**src/rtl/sparse_mult_arbiter.sv**
```systemverilog
// Round-robin front end sharing one 1-in/N-out multiplier datapath.
// Per-burst owner tags are queued so returned bursts route home in order.
module sparse_mult_arbiter #(
  parameter int WIDTH         = 96,
  parameter int NUM_REQ       = 4,
  parameter int OUTPUT_LENGTH = 11,
  parameter int TAG_DEPTH     = 4
) (
  input  logic                             i_clock,
  input  logic                             i_reset_n,
  input  logic [NUM_REQ*WIDTH-1:0]         i_req_data,
  input  logic [NUM_REQ-1:0]               i_req_valid,
  output logic [NUM_REQ-1:0]               o_req_ready,
  output logic [WIDTH-1:0]                 o_mult_data,
  output logic                             o_mult_valid,
  input  logic                             i_mult_ready,
  input  logic [WIDTH-1:0]                 i_mult_data,
  input  logic                             i_mult_valid,
  output logic                             o_mult_ready,
  output logic [WIDTH-1:0]                 o_rsp_data,
  output logic [NUM_REQ-1:0]               o_rsp_valid,
  output logic                             o_rsp_last,
  input  logic [NUM_REQ-1:0]               i_rsp_ready,
  output logic [$clog2(TAG_DEPTH+1)-1:0]   o_outstanding,
  output logic                             o_err
);

  localparam int RW = (NUM_REQ > 1) ? $clog2(NUM_REQ) : 1;
  localparam int PW = (TAG_DEPTH > 1) ? $clog2(TAG_DEPTH) : 1;
  localparam int CW = $clog2(TAG_DEPTH + 1);
  localparam int BW = (OUTPUT_LENGTH > 1) ? $clog2(OUTPUT_LENGTH) : 1;

  typedef enum logic {ST_IDLE, ST_ISSUE} state_t;

  state_t            r_state;
  state_t            w_state_nxt;
  logic [RW-1:0]     r_rr;
  logic [RW-1:0]     w_win;
  logic [RW-1:0]     w_idx;
  logic              w_any;
  logic              w_grant;
  logic [WIDTH-1:0]  r_issue_data;
  logic [RW-1:0]     r_tags [TAG_DEPTH];
  logic [PW-1:0]     r_wr_ptr;
  logic [PW-1:0]     r_rd_ptr;
  logic [CW-1:0]     r_count;
  logic [BW-1:0]     r_beat;
  logic              r_err;
  logic              w_full;
  logic              w_empty;
  logic              w_push;
  logic              w_pop;
  logic              w_beat_hs;
  logic              w_last;
  logic [RW-1:0]     w_head;

  // first valid requester strictly after the last winner, wrapping
  always_comb begin
    w_any = 1'b0;
    w_win = r_rr;
    w_idx = '0;
    for (int i = 1; i <= NUM_REQ; i++) begin
      w_idx = RW'((int'(r_rr) + i) % NUM_REQ);
      if (!w_any && i_req_valid[w_idx]) begin
        w_any = 1'b1;
        w_win = w_idx;
      end
    end
  end

  assign w_empty = (r_count == '0);
  assign w_full  = (r_count == CW'(TAG_DEPTH));
  assign w_grant = (r_state == ST_IDLE) && w_any && !w_full && i_reset_n;
  assign w_push  = w_grant;

  always_comb begin
    w_state_nxt = r_state;
    unique case (r_state)
      ST_IDLE:  if (w_grant) w_state_nxt = ST_ISSUE;
      ST_ISSUE: if (i_mult_ready) w_state_nxt = ST_IDLE;
      default:  w_state_nxt = ST_IDLE;
    endcase
  end

  assign w_head    = r_tags[r_rd_ptr];
  assign w_last    = (r_beat == BW'(OUTPUT_LENGTH - 1));
  assign w_beat_hs = i_mult_valid && o_mult_ready;
  assign w_pop     = w_beat_hs && w_last;

  assign o_req_ready   = w_grant ? (NUM_REQ'(1) << w_win) : '0;
  assign o_mult_valid  = (r_state == ST_ISSUE);
  assign o_mult_data   = r_issue_data;
  assign o_mult_ready  = !w_empty && i_rsp_ready[w_head];
  assign o_rsp_data    = w_empty ? '0 : i_mult_data;
  assign o_rsp_valid   = (!w_empty && i_mult_valid) ?
                         (NUM_REQ'(1) << w_head) : '0;
  assign o_rsp_last    = !w_empty && i_mult_valid && w_last;
  assign o_outstanding = r_count;
  assign o_err         = r_err;

  always_ff @(posedge i_clock or negedge i_reset_n) begin
    if (!i_reset_n) begin
      r_state      <= ST_IDLE;
      r_rr         <= RW'(NUM_REQ - 1);
      r_issue_data <= '0;
    end else begin
      r_state <= w_state_nxt;
      if (w_grant) begin
        r_rr         <= w_win;
        r_issue_data <= i_req_data[w_win*WIDTH +: WIDTH];
      end
    end
  end

  always_ff @(posedge i_clock or negedge i_reset_n) begin
    if (!i_reset_n) begin
      for (int i = 0; i < TAG_DEPTH; i++) r_tags[i] <= '0;
      r_wr_ptr <= '0;
      r_rd_ptr <= '0;
      r_count  <= '0;
    end else begin
      if (w_push) begin
        r_tags[r_wr_ptr] <= w_win;
        r_wr_ptr <= (r_wr_ptr == PW'(TAG_DEPTH - 1)) ? '0 : r_wr_ptr + 1'b1;
      end
      if (w_pop)
        r_rd_ptr <= (r_rd_ptr == PW'(TAG_DEPTH - 1)) ? '0 : r_rd_ptr + 1'b1;
      unique case ({w_push, w_pop})
        2'b10:   r_count <= r_count + 1'b1;
        2'b01:   r_count <= r_count - 1'b1;
        default: r_count <= r_count;
      endcase
    end
  end

  always_ff @(posedge i_clock or negedge i_reset_n) begin
    if (!i_reset_n) begin
      r_beat <= '0;
      r_err  <= 1'b0;
    end else begin
      if (w_beat_hs) r_beat <= w_last ? '0 : r_beat + 1'b1;
      // stray datapath output with no owner is flagged, never consumed
      if (w_empty && i_mult_valid) r_err <= 1'b1;
    end
  end

endmodule

```
**config.mk**
```make
export PLATFORM = sky130hd
export DESIGN_NAME = sparse_mult_arbiter
export DESIGN_NICKNAME = d
export VERILOG_FILES = /design/src/rtl/sparse_mult_arbiter.sv
export SDC_FILE = /design/constraint.sdc
export NUM_CORES = 1
export LEC_CHECK = 0
export BUFFER_PORTS_ARGS = -buffer_cell sky130_fd_sc_hd__buf_4
export CAP_MARGIN = 20
export CORE_AREA = 2 2 275 277
export DETAILED_ROUTE_END_ITERATION = 6
export DIE_AREA = 0 0 277 279
export PLACE_DENSITY = 0.4
export SLEW_MARGIN = 20
export SYNTH_ARGS = -nofsm -noshare
export SYNTH_HDL_FRONTEND = slang
export SYNTH_SLANG_ARGS = --single-unit
```
**constraint.sdc**
```tcl
create_clock -name i_clock -period 4.8 [get_ports i_clock]
set_input_delay 0.48 -clock i_clock [delete_from_list [all_inputs] [get_ports i_clock]]
set_output_delay 0.48 -clock i_clock [all_outputs]
set_load 0.1 [all_outputs]
```
==> results.md <==
* Post-Synth Adder-Cell Area at 0.0123
* Final RePlAce weighted congestion at 0.782
* Gr ovfl total at 0
* Pwr dens at 814 nW/um^2
* Share of the yosys chip area belonging to registers at 0.384
* Synth-to-layout area growth at 89.3%
* Worst Setup End Kind: primary output
* Post-cts sizing count at 0
* Row Count at 100
* Worst skew pair latency at 0.47 ns
* Slowest CP cell: and3_1
* Ys async rst share at 1.00
* Initial antenna violation count at 2
* Crit-path leading delay family: simple AND/OR/NAND/NOR gates
* Main combinational cell family by area after synthesis: multiplexers
* Setup Skew at 0.0157 ns
* Number of synthesized flops with an enable pin at 0
* Final wirelength at 40600 microns
* Root Buffer: clkbuf_16
* Main synth FF type: dfrtp_1
* Worst vdd ir at 249 uV
* Max Root-Sink Buffers at 2
* CTS tree: done
* Slew margin rel. at 0.465
* DIE WIDTH at 277 microns
* Post-CTS Setup Inserts at 0
* Hold WC Path Type: primary input to register
* Hpwl dp at 32700 microns
* Register area at 2980 sq um
* Leak pwr at 7.30 nW
* Final Setup Violations at 0
* Post-Place Cell Area at 14100 sq um
* Crit path cell chain: dlygate4sd3_1 -> buf_6 -> and3_1 -> nand2b_4 -> nor2_1 -> buf_4
* Vias/cell at 3.55
* Drt pass-1 iters at 6
* Final routed DRC violation total at 0
* Final-report hold violation count at 0
* 1st-iter DRT viols at 263
* First-pass GRT wire length at 58700 microns
* Fmax at 0.293 GHz
* Post-synthesis register bit count at 119
* Final cell count without fillers at 2412
* Clk sinks at 119
* RSZ-0062 raised after global routing: false
* Starting Density at 0.105
* H-Tree Depth at 4
* Worst-Margin Slew at 0.803 ns
* Simple-gate share of the synthesized area at 0.155
* Worst Path Required at 4.32 ns
* Port Buffer Count at 698
* Post-Syn Nets at 1265
* Fraction of the mapped netlist area in compound gates at 0.122
* CP startpoint kind: primary input
* I/O pin count at 699
* Buffer and inverter count on the worst path at 3
* Placed cells at 2379
* Final Core Density at 0.198
* Layout cell share with drive strength beyond 1 at 0.531
* Largest stage delay, worst path at 0.57 ns
* Final slew viol count at 0
* Post-synthesis mux area share at 0.273
* Synth warn at 0
* Cells after synthesis at 766
* Die Span Y at 279 microns
* Distinct cells, synth at 40
* Vias in the first global route at 9253
* Vias at 8559
* Netlist Area Pre-Place at 7760 sq um
* Worst-path clk slew at 0.06 ns
* Total power at 0.0120 W
* Mapped Avg Cell Area at 10.1 sq um
* Period minus WS final at 3.41 ns
* DIE AREA at 77300 sq um
* Fin Setup TNS at 0 ns
* # nets final at 1929
* XOR/XNOR share of the synthesized area at 0.00564
* Fill cells at 8172
* Outcome: complete, no violations
* Post-route antenna net violation count at 0
* Average routed wire per standard cell at 16.8 microns
* Worst Path Max Fanout at 39
* Critical path startpoint: i_reset_n
* R2R Path Start: r_rd_ptr[0]
* Setup Crit Path Kind: primary input to primary output
* Hold_sp: i_mult_ready
* Total of max-cap violations at 0
* # diodes at 0
* Number of buffers created by CTS at 17
* Final Instance Area at 14700 sq um
* Largest net degree at the start of global routing at 97
* Crit path DAT at 2.93 ns
* Tcrit/Tclk final at 0.711
* Area of the multi-input gates at 4430 sq um
* Core footprint at 74100 sq um
* Gr usage total at 0.103
[worst register-to-register path, stage by stage, from the launching register on]
cell and delay [ns]:
dfrtp_1 0.44, mux4_2 0.62, mux2i_1 0.18, o22ai_2 0.34, nand2_2 0.13, inv_1 0.07
ha_1 0.17, inv_1 0.06, fa_1 0.37, xor2_1 0.15, nor2_1 0.12, xor2_1 0.16
[cells by family after synthesis]
family,count (synthesis)
and+or+nand+nor,238
AOI/OAI and AO/OA,111
adders and majority gates,7
xor gates and xnor gates,5
DFF,119
buffers and inverters,78
muxes,208
[routing by layer]
metal	vias to the layer above	routed length, microns	track usage
li1	4128	-	-
met1	3991	14900	0.106
met2	406	21900	0.193
met3	34	2860	0.0328
met4	0	889	0.0373
met5	-	0	0
[state kept, by name (all words and copies together), names as in the netlist]
register       cells
r_tags             8
r_rr               2
o_mult_valid       1
o_err              1
r_wr_ptr           2
r_beat             4
o_outstanding      3
r_rd_ptr           2
o_mult_data       96
[cells in the final DEF, fill, tap and decap left out, types with 2 or more instances in the layout]
master        n
a21oi_1       2
a31oi_1       2
and2_1       96
and3_1        3
buf_12        4
buf_4       707
bufinv_16     3
clkbuf_16    17
clkinv_4      5
clkinvlp_4    2
dfrtp_1     117
dfstp_2       2
ha_1          6
inv_1         9
inv_6         2
inv_8         2
mux2_1        2
mux2_2        8
mux2i_1     196
mux4_2        2
nand2_1     105
nand2b_1      2
nand3_1       5
nor2_1       12
nor2b_1       2
nor3_1        2
o21ai_0       5
o221ai_1     96
or3_1         2
xnor2_1       3
xor2_1        2
[stage by stage]
step	hold WS, ns	worst slack (ns)
after floorplan	0.184	0.714
after global placement	0.361	1.65
after detailed placement	0.362	1.67
after CTS	0.148	1.23
after global routing	0.174	1.11
final	0.214	1.39
[worst paths after layout]
| path | endpoint | slack [ns] | depth (start not counted) |
|---|---|---|---|
| max | o_req_ready[1] | 1.39 | 6 |
| min | o_mult_valid | 0.21 | 2 |
| max reg2reg | o_outstanding[2] | 1.92 | 11 |
| min reg2reg | o_err | 0.47 | 1 |
| max in group asynchronous | r_rr[0] | 3.14 | 4 |
| min in group asynchronous | o_mult_data[9] | 0.42 | 2 |
[power breakdown]
| part | internal, W | leakage, nW | total [W] | switching [W] |
|---|---|---|---|---|
| Combinational | 0.00214 | 5.54 | 0.00873 | 0.00659 |
| Sequential | 0.00150 | 1.46 | 0.00183 | 0.000327 |
| Clock | 0.000827 | 0.298 | 0.00140 | 0.000572 |
[timing repair]
action / CTS / global route
endpoints found under the hold margin: 14 / 0
hold buffers: 1 / 0
endpoints found under the setup margin: 0 / 0
[synthesized netlist by cell type, types with 3 or more instances]
cell type | number | share of area
nor2_1 | 12 | 0.0058
o21ai_0 | 5 | 0.0032
and2_1 | 96 | 0.077
nand2b_1 | 3 | 0.0024
dfrtp_1 | 117 | 0.38
or3_1 | 3 | 0.0024
xnor2_1 | 3 | 0.0034
o221ai_1 | 96 | 0.11
nand2_1 | 106 | 0.051
and3_1 | 4 | 0.0032
mux2i_1 | 196 | 0.25
buf_4 | 17 | 0.016
mux2_2 | 8 | 0.012
nand3_1 | 5 | 0.0032
buf_2 | 12 | 0.0077
ha_1 | 6 | 0.0097
inv_1 | 9 | 0.0044
clkbuf_1 | 38 | 0.018
[final cells by class]
type / count / share of cell area
repair buffers: 713 / 0.368
multi-input cells: 569 / 0.301
flip-flops and latches: 119 / 0.203
well taps: 969 / 0.0825
clock buffers: 17 / 0.0290
clock inverters: 15 / 0.0132
inverters: 10 / 0.00273
Note: power is estimated with default switching activity, not from simulation.
